`src/rtl/sram_pkg.sv`:
```
// Shared types and defaults for the SRAM data-port OBI arbiter.
// Latency: n/a (types, constants and a pure range-check helper only).
// Backpressure: n/a.
package sram_pkg;

    localparam logic [31:0] SRAM_BASE_ADDR_DFLT = 32'h8000_0000;
    localparam logic [31:0] SRAM_END_ADDR_DFLT  = 32'h8000_C000;

    typedef struct packed {
        logic [31:0] addr;
        logic        we;
        logic [3:0]  be;
        logic [31:0] wdata;
    } obi_req_t;

    typedef struct packed {
        logic        rvalid;
        logic [31:0] rdata;
        logic        err;
    } obi_rsp_t;

    // Outstanding-access tracker: one slot is enough because the SRAM
    // always answers exactly one cycle after its grant.
    typedef struct packed {
        logic valid;
        logic id;
        logic err;
    } trk_t;

    // Unsigned 32-bit window check, lower bound inclusive, upper exclusive.
    function automatic logic addr_in_range(input logic [31:0] addr,
                                           input logic [31:0] lo,
                                           input logic [31:0] hi);
        return (addr >= lo) && (addr < hi);
    endfunction

endpackage

```
`src/rtl/sram_rr_arb2.sv`:
```
// Two-input round-robin arbiter producing a one-hot grant.
// Latency: combinational grant; priority state updates on the clock edge.
// Backpressure: none; the losing requester is expected to hold its request.
// Ports: clk_i/rst_ni clock and async active-low reset, req_i[1:0] requests,
//        gnt_o[1:0] one-hot winner (all-zero when nobody requests).
module sram_rr_arb2 #(
    parameter logic M1_INIT_PRIO = 1'b0
) (
    input  logic       clk_i,
    input  logic       rst_ni,
    input  logic [1:0] req_i,
    output logic [1:0] gnt_o
);

    // prio_q names the master that wins a tie.
    logic prio_q;
    logic prio_d;

    always_comb begin
        gnt_o = 2'b00;
        unique case (req_i)
            2'b01:   gnt_o = 2'b01;
            2'b10:   gnt_o = 2'b10;
            2'b11:   gnt_o = prio_q ? 2'b10 : 2'b01;
            default: gnt_o = 2'b00;
        endcase
    end

    // Contention hands priority to this cycle's loser.
    assign prio_d = (req_i == 2'b11) ? ~prio_q : prio_q;

    always_ff @(posedge clk_i or negedge rst_ni) begin
        if (!rst_ni) begin
            prio_q <= M1_INIT_PRIO;
        end else begin
            prio_q <= prio_d;
        end
    end

endmodule

```
`src/rtl/sram_d_obi_arb.sv`:
```
// Two-master OBI arbiter feeding the SRAM wrapper data port, with range check
// and sticky first-illegal-address capture. Latency: grant same cycle,
// response one cycle later. Backpressure: legal winner is granted by s_gnt_i,
// illegal winner is granted locally; loser waits with its request held.
// Ports: m0_* core data master, m1_* host/debug master, s_* SRAM wrapper side,
//        err_valid_o/err_addr_o/err_clear_i illegal-address capture.
// Optional: define SRAM_ARB_PERF_EN to add perf_contention_o / perf_illegal_o
//           saturating counters (cleared by err_clear_i).
module sram_d_obi_arb
    import sram_pkg::*;
#(
    parameter logic [31:0] SRAM_BASE_ADDR = SRAM_BASE_ADDR_DFLT,
    parameter logic [31:0] SRAM_END_ADDR  = SRAM_END_ADDR_DFLT,
    parameter logic        M1_INIT_PRIO   = 1'b0
) (
    input  logic        clk_i,
    input  logic        rst_ni,

    input  logic        m0_req_i,
    output logic        m0_gnt_o,
    input  logic [31:0] m0_addr_i,
    input  logic        m0_we_i,
    input  logic [3:0]  m0_be_i,
    input  logic [31:0] m0_wdata_i,
    output logic        m0_rvalid_o,
    output logic [31:0] m0_rdata_o,
    output logic        m0_err_o,

    input  logic        m1_req_i,
    output logic        m1_gnt_o,
    input  logic [31:0] m1_addr_i,
    input  logic        m1_we_i,
    input  logic [3:0]  m1_be_i,
    input  logic [31:0] m1_wdata_i,
    output logic        m1_rvalid_o,
    output logic [31:0] m1_rdata_o,
    output logic        m1_err_o,

    output logic        s_req_o,
    input  logic        s_gnt_i,
    output logic [31:0] s_addr_o,
    output logic        s_we_o,
    output logic [3:0]  s_be_o,
    output logic [31:0] s_wdata_o,
    input  logic        s_rvalid_i,
    input  logic [31:0] s_rdata_i,

    input  logic        err_clear_i,
`ifdef SRAM_ARB_PERF_EN
    output logic [31:0] perf_contention_o,
    output logic [31:0] perf_illegal_o,
`endif
    output logic        err_valid_o,
    output logic [31:0] err_addr_o
);

    obi_req_t   m_req [2];
    obi_req_t   win_req;
    logic [1:0] arb_gnt;
    logic       win_vld;
    logic       win_id;
    logic       win_legal;
    logic       win_gnt;
    trk_t       trk_d;
    trk_t       trk_q;
    obi_rsp_t   rsp;
    logic       err_valid_q;
    logic [31:0] err_addr_q;

    assign m_req[0] = '{addr: m0_addr_i, we: m0_we_i, be: m0_be_i, wdata: m0_wdata_i};
    assign m_req[1] = '{addr: m1_addr_i, we: m1_we_i, be: m1_be_i, wdata: m1_wdata_i};

    sram_rr_arb2 #(
        .M1_INIT_PRIO (M1_INIT_PRIO)
    ) u_rr_arb (
        .clk_i  (clk_i),
        .rst_ni (rst_ni),
        .req_i  ({m1_req_i, m0_req_i}),
        .gnt_o  (arb_gnt)
    );

    assign win_vld   = |arb_gnt;
    assign win_id    = arb_gnt[1];
    assign win_req   = win_id ? m_req[1] : m_req[0];
    assign win_legal = addr_in_range(win_req.addr, SRAM_BASE_ADDR, SRAM_END_ADDR);

    // Illegal accesses never reach the SRAM; they are completed locally so
    // the master is not stalled forever and gets an error response instead.
    assign s_req_o   = win_vld & win_legal;
    assign s_addr_o  = s_req_o ? win_req.addr  : '0;
    assign s_we_o    = s_req_o ? win_req.we    : 1'b0;
    assign s_be_o    = s_req_o ? win_req.be    : '0;
    assign s_wdata_o = s_req_o ? win_req.wdata : '0;

    assign win_gnt  = win_vld & (win_legal ? s_gnt_i : 1'b1);
    assign m0_gnt_o = win_gnt & ~win_id;
    assign m1_gnt_o = win_gnt &  win_id;

    assign trk_d = '{valid: win_gnt, id: win_id, err: win_gnt & ~win_legal};

    always_ff @(posedge clk_i or negedge rst_ni) begin
        if (!rst_ni) begin
            trk_q <= '0;
        end else begin
            trk_q <= trk_d;
        end
    end

    // Response of the access granted last cycle, routed by the tracker.
    // SRAM responses that arrive with no legal access outstanding are dropped.
    always_comb begin
        rsp        = '0;
        rsp.rvalid = trk_q.valid & (trk_q.err | s_rvalid_i);
        rsp.err    = trk_q.valid & trk_q.err;
        if (trk_q.valid && !trk_q.err && s_rvalid_i) begin
            rsp.rdata = s_rdata_i;
        end
    end

    assign m0_rvalid_o = (trk_q.id == 1'b0) ? rsp.rvalid : 1'b0;
    assign m0_rdata_o  = (trk_q.id == 1'b0) ? rsp.rdata  : '0;
    assign m0_err_o    = (trk_q.id == 1'b0) ? rsp.err    : 1'b0;
    assign m1_rvalid_o = (trk_q.id == 1'b1) ? rsp.rvalid : 1'b0;
    assign m1_rdata_o  = (trk_q.id == 1'b1) ? rsp.rdata  : '0;
    assign m1_err_o    = (trk_q.id == 1'b1) ? rsp.err    : 1'b0;

    // First illegal address is kept until software clears it; a clear in the
    // same cycle as a new capture wins and that capture is lost.
    always_ff @(posedge clk_i or negedge rst_ni) begin
        if (!rst_ni) begin
            err_valid_q <= 1'b0;
            err_addr_q  <= '0;
        end else if (err_clear_i) begin
            err_valid_q <= 1'b0;
            err_addr_q  <= '0;
        end else if (trk_d.err && !err_valid_q) begin
            err_valid_q <= 1'b1;
            err_addr_q  <= win_req.addr;
        end
    end

    assign err_valid_o = err_valid_q;
    assign err_addr_o  = err_addr_q;

`ifdef SRAM_ARB_PERF_EN
    logic [31:0] perf_cont_q;
    logic [31:0] perf_ill_q;

    always_ff @(posedge clk_i or negedge rst_ni) begin
        if (!rst_ni) begin
            perf_cont_q <= '0;
            perf_ill_q  <= '0;
        end else if (err_clear_i) begin
            perf_cont_q <= '0;
            perf_ill_q  <= '0;
        end else begin
            if (m0_req_i && m1_req_i && (perf_cont_q != 32'hFFFF_FFFF)) begin
                perf_cont_q <= perf_cont_q + 32'd1;
            end
            if (trk_d.err && (perf_ill_q != 32'hFFFF_FFFF)) begin
                perf_ill_q <= perf_ill_q + 32'd1;
            end
        end
    end

    assign perf_contention_o = perf_cont_q;
    assign perf_illegal_o    = perf_ill_q;
`endif

    // The SRAM may only answer the cycle after a legal grant.
    rsp_only_when_expected: assert property (@(posedge clk_i) disable iff (!rst_ni)
        s_rvalid_i |-> (trk_q.valid && !trk_q.err));

endmodule

```
`config.mk`:
```
export PLATFORM = sky130hd
export DESIGN_NAME = sram_d_obi_arb
export DESIGN_NICKNAME = d
export VERILOG_FILES = /design/src/rtl/sram_pkg.sv /design/src/rtl/sram_rr_arb2.sv /design/src/rtl/sram_d_obi_arb.sv
export SDC_FILE = /design/constraint.sdc
export NUM_CORES = 1
export LEC_CHECK = 0
export BUFFER_PORTS_ARGS = -buffer_cell sky130_fd_sc_hd__buf_2
export CAP_MARGIN = 20
export CORE_AREA = 2 2 134 136
export CTS_BUF_LIST = sky130_fd_sc_hd__clkbuf_8
export DETAILED_ROUTE_END_ITERATION = 16
export DIE_AREA = 0 0 136 138
export MAX_ROUTING_LAYER = met4
export SLEW_MARGIN = 20
export SYNTH_ARGS = -nofsm -noshare
export SYNTH_HDL_FRONTEND = slang
export SYNTH_SLANG_ARGS = --single-unit
```
`constraint.sdc`:
```
create_clock -name clk_i -period 2.4 [get_ports clk_i]
set_clock_uncertainty 0.2 [all_clocks]
set_input_delay 0.12 -clock clk_i [delete_from_list [all_inputs] [get_ports clk_i]]
set_output_delay 0.12 -clock clk_i [all_outputs]
set_load 0.03 [all_outputs]
```
==> summary.txt, run 1 <==
Run status
  – Status: finished, violations left
  – Failing checks: negative setup slack

Route
  – Total number of vias: 4,433
  – DR iter-0 viols: 139
  – DRT Wirelength: 16,300 microns
  – Vias per cell: 4.21
  – DRT Pass-1 Iters: 4
  – WL/cell: 15.5 microns
  – Post-DRT Antenna Nets: 0
  – # DRC: 0

Yosys
  – Syn Area/Cell: 7.72 sq um
  – Most area-consuming cells after synthesis: dfrtp_1, nand2_1, and2_1
  – Fraction of registers with async set/reset: 1.00
  – Post-synth EDFFs: 0
  – Flops & latches, synth: 37
  – Top cells by count, synth: nand2_1, and2_1, dfrtp_1, a21oi_2, nor2b_1
  – Cell taking the most area after synthesis: dfrtp_1
  – Sequential area share after synthesis: 0.257
  – Yosys warns: 0
  – Cells after Synth: 467
  – Synthesized area: 0.00361 sq mm
  – Ys flop type: dfrtp_1
  – Most common cell in the synthesized netlist: nand2_1
  – Synth cell types: 37
  – Synth top area share: 0.257

Timing
  – Crit path time final: 2.44 ns
  – Final hold vios: 0
  – Slew Limit Fails: 0
  – Slack of the critical path: -0.0375 ns
  – Slew headroom: 0.659
  – Worst-Margin Slew: 0.512 ns
  – Final period util: 1.02
  – Fmax: 410 MHz
  – Final setup viols: 38
  – RSZ-0062 raised after global routing: yes

Critical path
  – WP data required: 2.08 ns
  – Most used cell, CP: buf_12
  – Worst path arrival time: 2.12 ns
  – Worst r2r path cells: 9
  – Critical path buffers and inverters: 4
  – Crit-path max cell delay: 0.54 ns
  – Reg2reg setup slack: 0.13 ns
  – Kind of end point of the critical path: output port
  – Reg2reg start: u_rr_arb.prio_q$_DFFE_PN0N_
  – CP startpoint kind: input pin
  – Critical path fanouts, max: 6
  – Setup Crit Path Kind: in2out
  – R2R Path End: trk_q[2]$_DFF_PN0_
  – CP cell instances: buf_2 > or4b_4 > a2111oi_4 > a31oi_1 > or3_4 > buf_12 > buf_12 > a21oi_4 > buf_6
  – CP max-delay cell: or4b_4
  – Top delay family on crit path: simple AND/OR/NAND/NOR gates

Final layout
  – Fin cells: 1,053
  – Area growth, synth to finish: 85.8%
  – Layout cells sized above 1: 0.582
  – Post-Route Utilization: 0.382
  – Nets: 996

Clocking
  – H-tree Lvls: 2
  – Clock sinks: 37
  – Root Buffer: clkbuf_8
  – Clk slew on worst S/H paths: 0.09 ns
  – Total CTS buffers: 5
  – Clk_lat worst skew: 0.29 ns
  – TritonCTS clock tree: yes
  – CTS Buffer Depth: 2

Pwr
  – LEAKAGE: 3.49 nW
  – Worst VDD drop: 0.229 mV
  – Pwr Total: 2.44 mW
  – Pwr Density: 365 mW/mm^2

Global route
  – Initial antenna violation count: 4
  – Pin count of the biggest net entering global routing: 65
  – First-pass GRT wire length: 24,000 microns
  – Total gr overflow: 0
  – Total track usage: 0.169
  – Number of global-route vias before repair: 4,250

Place
  – I/O Buffers: 334
  – Worst Setup Slack post-DPL: -0.232 ns
  – Routability cong.: 0.823
  – HPWL after DPL: 12,700 microns
  – Cells after DPL: 1,025

Min path
  – Worst hold path class: in2reg
  – Hold Path End: err_addr_o[26]$_DFFE_PN0P_
  – Origin of the worst min-delay path: m0_addr_i[26]
  – Min-Delay Path Depth: 4

Floorplanning
  – I/O pin cnt: 350
  – Die H: 138 microns
  – Die Wd: 136 microns
  – Core Box Area: 0.0175 sq mm
  – Area of the die: 0.0188 sq mm
  – Initial Utilization: 0.206
  – # rows: 49

Flow run
  – Max Cap Viol: 0
[sequential cells by signal, indices dropped and copies added, names as in the netlist]
signal	flops
err_valid_o	1
trk_q	3
err_addr_o	32
u_rr_arb.prio_q	1
[kinds of logic after synthesis]
logic type	after synthesis	share of synthesized area
AND/OR/NAND/NOR	260	0.371
AO/OA/AOI/OAI	60	0.128
buffers and inverters	59	0.0940
multiplexers	49	0.147
flip-flops	37	0.257
XOR/XNOR	1	0.00243
other	1	0.00104
[per-layer routing]
layer / share of wire / vias to the layer above / track usage
met5: 0 / - / -
met4: 0.010 / 0 / 0.0400
met3: 0.074 / 15 / 0.0356
met2: 0.52 / 213 / 0.291
met1: 0.40 / 2023 / 0.200
li1: - / 2182 / -
[cells in the final DEF (no fill, tap or decap), types with 2 or more instances in the layout]
cell,count
dlygate4sd3_1,6
and2_1,64
a21oi_1,16
buf_6,55
inv_1,5
diode_2,4
nor4_1,2
mux2_1,9
nand2_1,107
buf_2,277
or4_1,2
a21oi_4,37
buf_12,9
nor2_1,27
clkbuf_8,5
nor3_2,3
buf_16,2
mux2i_2,5
conb_1,15
nor2b_1,31
buf_4,32
dfrtp_1,37
nor2_4,16
clkinv_2,2
mux2_2,22
mux2i_1,13
inv_2,3
[metrics by stage]
| step | cell area, sq um | TNS [ns] | hold WS (ns) |
|---|---|---|---|
| global route | 6700 | -5.00 | 0.0271 |
| detailed placement | 5920 | -12.55 | 0.0220 |
| global placement | 5920 | -12.06 | 0.0211 |
| floorplan | 3940 | -0.354 | -0.376 |
| finish | 6700 | -0.742 | 0.0177 |
| CTS | 6610 | -1.21 | 0.00142 |
[worst max-delay path by stage]
stage | to | slack [ns] | startpoint | depth (start not counted)
after floorplan | s_be_o[0] | -0.07 | m1_addr_i[20] | 6
after global placement | s_wdata_o[1] | -0.22 | m1_addr_i[20] | 8
after detailed placement | s_wdata_o[1] | -0.23 | m1_addr_i[20] | 8
after CTS | s_wdata_o[14] | -0.05 | u_rr_arb.prio_q$_DFFE_PN0N_ | 8
after global routing | s_wdata_o[8] | -0.13 | u_rr_arb.prio_q$_DFFE_PN0N_ | 8
final | s_wdata_o[25] | -0.04 | m1_addr_i[20] | 9
[power breakdown]
part	total [mW]	internal, mW	switching [mW]
Combinational	1.26	0.479	0.784
Clock	0.458	0.201	0.256
Sequential	0.723	0.689	0.0336
[repair_timing]
action | in CTS | in global routing
hold buffers | 6 | 0
cloned | 3 | 0
gates resized for setup | 122 | 20
endpoints found under the hold margin | 40 | 0
pin swaps | 9 | 0
endpoints found under the setup margin | 56 | 58
buffers inserted | 6 | 1
[worst min-delay path, cell delays in order]
cell     delay, ns
buf_2         0.08
nand2_1       0.04
a21oi_1       0.12
mux2_1        0.12
[area by class of cell]
class / instances / area (sq um)
Sequential cell: 37 / 926
Antenna cell: 4 / 10.0
Tap cell: 229 / 287
Fill cell: 1830 / 10800
Timing Repair Buffer: 382 / 2570
Clock inverter: 3 / 17.5
Inverter: 8 / 30.0
Clock buffer: 5 / 68.8
Multi-Input combinational cell: 385 / 2790
Power figures use the tool's default switching activity.
==> run 2: changes to the inputs <==
ABC_AREA = 1   (was default)
CAP_MARGIN = default   (was 20)
==> run 2 against run 1 <==
Against the previous run: the run still ends with negative setup slack left; routed wire length up 18%; synthesized area down 0.66%; cell count up 9.5%; sequential power up 4.0%; final area down 7.4%; via count up 15%; sequential share of layout area up 1.1 points; core utilization down 2.8 points; sequential cell count unchanged; critical path type is now reg2out; highest routed layer unchanged.
==> summary.txt, run 2 <==
Min path
  – Min-Delay Path Depth: 5
  – Worst hold path class: in2reg
  – Origin of the worst min-delay path: m1_addr_i[29]
  – Hold Path End: err_addr_o[29]$_DFFE_PN0P_

Critical path
  – Crit-path max cell delay: 0.35 ns
  – R2R Path End: err_addr_o[5]$_DFFE_PN0P_
  – Most used cell, CP: nand2_1
  – Worst path arrival time: 2.19 ns
  – Kind of end point of the critical path: output port
  – CP max-delay cell: dfrtp_1
  – Setup Crit Path Kind: reg2out
  – CP startpoint kind: register
  – Reg2reg start: u_rr_arb.prio_q$_DFFE_PN0N_
  – Reg2reg setup slack: 0.28 ns
  – Critical path fanouts, max: 31
  – CP cell instances: inv_2 > nand2_4 > nand2_8 > buf_4 > nand2_1 > nand2_1 > nor2_1 > nand4_1 > nor2_2 > nand3_4 > buf_12 > a21oi_2 > buf_6
  – Top delay family on crit path: simple AND/OR/NAND/NOR gates
  – Worst r2r path cells: 14
  – Critical path buffers and inverters: 4
  – WP data required: 2.08 ns

Yosys
  – Post-synthesis xor/xnor area fraction: 0.00244
  – Fraction of registers with async set/reset: 1.00
  – Post-synth EDFFs: 0
  – Synthesized area: 0.00358 sq mm
  – Sequential area share after synthesis: 0.258
  – Syn Area/Cell: 6.17 sq um
  – Ys flop type: dfrtp_1
  – Flops & latches, synth: 37
  – Most area-consuming cells after synthesis: dfrtp_1, nand2_1, nor3_1
  – Cells after Synth: 581
  – Top cells by count, synth: nand2_1, nor3_1, nor2_1, inv_1, nand3_1
  – Compound-Gate Fraction of Synth Area: 0.111
  – Simple-gate share of the synthesized area: 0.429
  – Cell taking the most area after synthesis: dfrtp_1
  – Most common cell in the synthesized netlist: nand2_1
  – Synth cell types: 25
  – Synth top area share: 0.258
  – Yosys warns: 0
  – Multiplexer share of the synthesized area: 0.0391
  – Area share of fa/ha/maj cells after synthesis: 0
  – Largest family of logic cells by synthesized area: simple AND/OR/NAND/NOR gates

Final layout
  – Most common cell after layout, fill and taps aside: buf_2
  – Max FFs per register: 32
  – Nets: 1,098
  – Commonest cells after routing, fill and taps aside: buf_2, nand2_1, nor3_1
  – Area growth, synth to finish: 73.2%
  – Layout cells sized above 1: 0.453
  – Post-Route Utilization: 0.354

Route
  – Routed met1 length: 6920 microns
  – Top routing layer used: met4
  – Post-DRT Antenna Nets: 0
  – DRT Pass-1 Iters: 5
  – DR iter-0 viols: 188
  – Met2 routed WL: 10,300 microns
  – # DRC: 0
  – Total number of vias: 5,101
  – Met3 wire len: 1360 microns
  – WL/cell: 16.7 microns
  – Vias per cell: 4.42
  – DRT Wirelength: 19,200 microns

Clocking
  – Total CTS buffers: 5
  – Clk_lat worst skew: 0.30 ns
  – Clk slew on worst S/H paths: 0.09 ns
  – Post-CTS Setup Inserts: 0
  – TritonCTS clock tree: yes
  – CTS Buffer Depth: 2
  – H-tree Lvls: 2
  – Root Buffer: clkbuf_8
  – Clock sinks: 37

Global route
  – Pin count of the biggest net entering global routing: 65
  – Initial antenna violation count: 3
  – Total track usage: 0.199
  – Total gr overflow: 0
  – Number of global-route vias before repair: 4,911
  – First-pass GRT wire length: 27,600 microns

Run status
  – Failing checks: negative setup slack
  – Status: finished, violations left

Timing
  – Final period util: 1.04
  – Final hold vios: 0
  – Slack of the critical path: -0.108 ns
  – Worst hold slack: 0.00466 ns
  – Fmax: 399 MHz
  – Setup total negative slack: -4.45 ns
  – Slew headroom: 0.390
  – Worst-Margin Slew: 0.915 ns
  – Crit path time final: 2.51 ns
  – Final setup viols: 57
  – Slew Limit Fails: 0
  – RSZ-0062 raised after global routing: yes

Floorplanning
  – Initial Utilization: 0.204
  – I/O pin cnt: 350
  – # rows: 49
  – Die Wd: 136 microns
  – Die H: 138 microns
  – Area of the die: 0.0188 sq mm
  – Core Box Area: 0.0175 sq mm

Place
  – HPWL after DPL: 15,600 microns
  – Routability cong.: 0.897
  – I/O Buffers: 334

Pwr
  – LEAKAGE: 3.60 nW
  – Pwr Density: 443 mW/mm^2
  – Worst VDD drop: 0.219 mV

Flow run
  – Max Cap Viol: 0
## run 2: worst max-delay path by stage
stage                     slack [ns]  cells after the start            end                        start
after floorplan                 0.12                     13    s_addr_o[0]  u_rr_arb.prio_q$_DFFE_PN0N_
after global routing           -0.28                     15       m1_gnt_o  u_rr_arb.prio_q$_DFFE_PN0N_
after detailed placement       -0.03                     13   s_addr_o[15]  u_rr_arb.prio_q$_DFFE_PN0N_
final                          -0.11                     13  s_wdata_o[26]  u_rr_arb.prio_q$_DFFE_PN0N_
after global placement         -0.01                     13   s_addr_o[15]  u_rr_arb.prio_q$_DFFE_PN0N_
after CTS                      -0.14                     13         s_we_o  u_rr_arb.prio_q$_DFFE_PN0N_
## run 2: worst register-to-register path, stage by stage, from the launching register on
cell,delay (ns)
dfrtp_1,0.35
inv_2,0.05
nand2_4,0.08
nand2_8,0.09
buf_6,0.16
nand2_1,0.09
nand2_1,0.06
nor2_1,0.10
nand2_1,0.09
nor2_1,0.17
nand2_2,0.10
nand3_4,0.11
nand2_8,0.17
nand2_1,0.14
nand2_1,0.05
## run 2: area by class of cell
type,count,area (sq um)
repair buffers,380,2430
inverters,53,201
fillers,1949,11300
multi-input cells,444,2240
clock inverters,3,46.3
clock buffers,5,68.8
flip-flops and latches,37,926
diodes,2,5.00
well taps,229,287
## run 2: cell families (layout without fill, tap and decap cells)
logic type | count (synthesis) | in the layout
buffers and inverters | 114 | 441
AOI/OAI and AO/OA | 55 | 55
muxes | 14 | 14
and+or+nand+nor | 359 | 359
DFF | 37 | 37
other | 1 | 17
xor gates and xnor gates | 1 | 1
## run 2: through the flow
| stage | power [mW] | instances | setup slack (ns) | instance area [sq um] |
|---|---|---|---|---|
| after floorplan | 1.64 | 595 | 0.118 | 3630 |
| after global placement | 2.12 | 1115 | -0.0118 | 5400 |
| after detailed placement | 2.11 | 1115 | -0.0255 | 5400 |
| after CTS | 2.77 | 1151 | -0.142 | 6110 |
| after global routing | 2.94 | 1153 | -0.285 | 6200 |
| final | 2.75 | 1153 | -0.108 | 6200 |
## run 2: power breakdown
group          internal, mW  total [mW]  switching [mW]
registers             0.705       0.752          0.0469
logic                 0.455        1.43           0.975
clock network         0.311       0.567           0.256
total                  1.47        2.75            1.28
## run 2: timing repair
action	in CTS	in global routing
hold endpoints to repair	53	0
hold buffers	28	0
setup endpoints to repair	57	83
gates resized for setup	102	23
## run 2: per-layer routing
metal | vias to the layer above | global-route usage
li1 | 2488 | -
met1 | 2317 | 0.213
met2 | 272 | 0.375
met3 | 24 | 0.0213
met4 | 0 | 0.0691
met5 | - | -
==> run 3: changes to the inputs <==
clock period = 2.84 ns   (was 2.4 ns; I/O delays follow)
==> run 3 against run 2 <==
Against the previous run: the run now ends clean; critical path type unchanged; core utilization is 3.7 points lower; highest routed layer unchanged; combinational power is 22% lower; register-to-register slack better by 0.19 ns; routed wire length is 3.0% lower; global-route usage is 0.63 points lower; sequential power is 16% lower; final area is 11% lower; via count is 3.4% lower; hold slack better by 0.016 ns.
==> summary.txt, run 3 (synthesis results as in run 2) <==
Timing
  – Slew headroom: 0.376
  – Final period util: 0.929
  – Slew Limit Fails: 0
  – Setup total negative slack: 0 ns
  – Slack of the critical path: 0.202 ns
  – Final setup viols: 0
  – Fmax: 379 MHz
  – Final hold vios: 0
  – Crit path time final: 2.64 ns
  – Worst-Margin Slew: 0.936 ns

Clocking
  – Root Buffer: clkbuf_8
  – CTS Buffer Depth: 2
  – Clock sinks: 37
  – TritonCTS clock tree: yes
  – H-tree Lvls: 2
  – Clk_lat worst skew: 0.30 ns
  – Total CTS buffers: 5
  – Post-CTS Setup Inserts: 0
  – Clk slew on worst S/H paths: 0.09 ns

Pwr
  – Power Internal: 1.09 mW
  – Part of the power in the clock network: 0.178
  – Pwr Density: 384 mW/mm^2
  – Switch share: 0.487
  – Combinational Power Share: 0.524
  – Flop pwr share: 0.297
  – Pwr Total: 2.13 mW
  – LEAKAGE: 3.42 nW
  – Sw power: 1.04 mW
  – Worst VDD drop: 0.146 mV

Route
  – WL/cell: 16.5 microns
  – # DRC: 0
  – Post-DRT Antenna Nets: 0
  – DRT Pass-1 Iters: 4
  – DRT Wirelength: 18,600 microns
  – DR iter-0 viols: 151
  – Total number of vias: 4,926
  – Vias per cell: 4.37

Critical path
  – Top delay family on crit path: simple AND/OR/NAND/NOR gates
  – Critical Path Start: u_rr_arb.prio_q$_DFFE_PN0N_
  – Worst path arrival time: 2.30 ns
  – CP startpoint kind: register
  – Kind of end point of the critical path: output port
  – Critical path fanouts, max: 18
  – Setup Crit Path Kind: reg2out
  – WP data required: 2.50 ns
  – CP max-delay cell: o21ai_0
  – CP cell instances: inv_2 > nand2_4 > nand2_8 > o21ai_0 > nor2_1 > nand2_1 > nor2_1 > nand2_2 > nand2_1 > a21oi_1 > buf_2
  – Crit-path max cell delay: 0.43 ns
  – Reg2reg start: u_rr_arb.prio_q$_DFFE_PN0N_
  – Critical path buffers and inverters: 2

Floorplanning
  – Area of the die: 0.0188 sq mm
  – # rows: 49
  – Die Wd: 136 microns
  – I/O pin cnt: 350
  – Core Box Area: 0.0175 sq mm
  – Initial Utilization: 0.204
  – Die H: 138 microns

Place
  – Worst Setup Slack post-DPL: 0.255 ns
  – Routability cong.: 0.875
  – I/O Buffers: 334
  – HPWL after DPL: 15,700 microns

Global route
  – Initial antenna violation count: 6
  – Total track usage: 0.193
  – Number of global-route vias before repair: 4,509
  – First-pass GRT wire length: 26,600 microns
  – Total gr overflow: 0
  – Pin count of the biggest net entering global routing: 65

Min path
  – Worst hold path class: in2reg
  – Origin of the worst min-delay path: m0_addr_i[10]

Final layout
  – Most common cell after layout, fill and taps aside: buf_2
  – Max FFs per register: 32
  – Area of the multi-input gates: 0.00216 sq mm
  – Nets: 1,068
  – Area growth, synth to finish: 54.9%
  – Commonest cells after routing, fill and taps aside: buf_2, nand2_1, nor3_1
  – Filler cell count: 2,004
  – Layout cells sized above 1: 0.445
  – Register area: 926 sq um

Flow run
  – Max Cap Viol: 0

Run status
  – Status: finished, final reports clean
-- run 3: cell type report --
cell class,instances,area share
multi-input cells,444,0.390
repair buffers,350,0.337
flip-flops and latches,37,0.167
well taps,229,0.0516
inverters,53,0.0363
clock buffers,5,0.0124
clock inverters,3,0.00316
diodes,5,0.00225
-- run 3: final timing paths --
path	end	slack [ns]	depth (start not counted)
setup / recovery	m0_gnt_o	0.20	11
hold / removal	err_addr_o[10]$_DFFE_PN0P_	0.02	5
setup reg to reg	err_addr_o[28]$_DFFE_PN0P_	0.47	14
hold reg to reg	err_addr_o[1]$_DFFE_PN0P_	0.31	2
max in group asynchronous	err_addr_o[16]$_DFFE_PN0P_	1.52	2
min in group asynchronous	err_addr_o[8]$_DFFE_PN0P_	0.33	2
-- run 3: timing repair --
action,CTS,global route
setup endpoints to repair,26,55
resized for setup,1,40
hold buffers,4,0
hold endpoints to repair,39,0
pin swaps,0,0
-- run 3: worst reg2reg max path, stage by stage, from the launching register on --
cell and delay, ns:
dfrtp_1 0.35, inv_2 0.05, nand2_4 0.12, nand2_8 0.11
buf_4 0.19, nand2_1 0.08, nand2_1 0.06, nor2_1 0.11
nand2_1 0.09, nor2_1 0.17, nand2_2 0.10, nand3_4 0.08
buf_4 0.36, nand3_1 0.12, nand2_1 0.11
-- run 3: routing by layer --
metal / part of all wire / up-vias / track usage
li1: - / 2433 / -
met1: 0.36 / 2219 / 0.200
met2: 0.53 / 251 / 0.353
met3: 0.076 / 23 / 0.0356
met4: 0.033 / 0 / 0.0817
met5: 0 / - / -
-- run 3: through the flow --
stage	utilization	instances	cell area, sq um	hold slack [ns]
after floorplan	-	595	3630	-0.354
after global routing	0.317	1126	5550	0.0380
after detailed placement	0.304	1109	5330	0.134
after CTS	0.311	1121	5460	0.00804
final	0.317	1126	5550	0.0206
after global placement	0.304	1109	5330	0.120
-- run 3: power groups by stage --
| stage | logic [mW] | registers, mW | clock network, mW |
|---|---|---|---|
| floorplan | 0.628 | 0.758 | 0 |
| global placement | 1.11 | 0.643 | 0 |
| detailed placement | 1.11 | 0.644 | 0 |
| CTS | 1.12 | 0.634 | 0.401 |
| global route | 1.23 | 0.642 | 0.425 |
| finish | 1.12 | 0.633 | 0.380 |
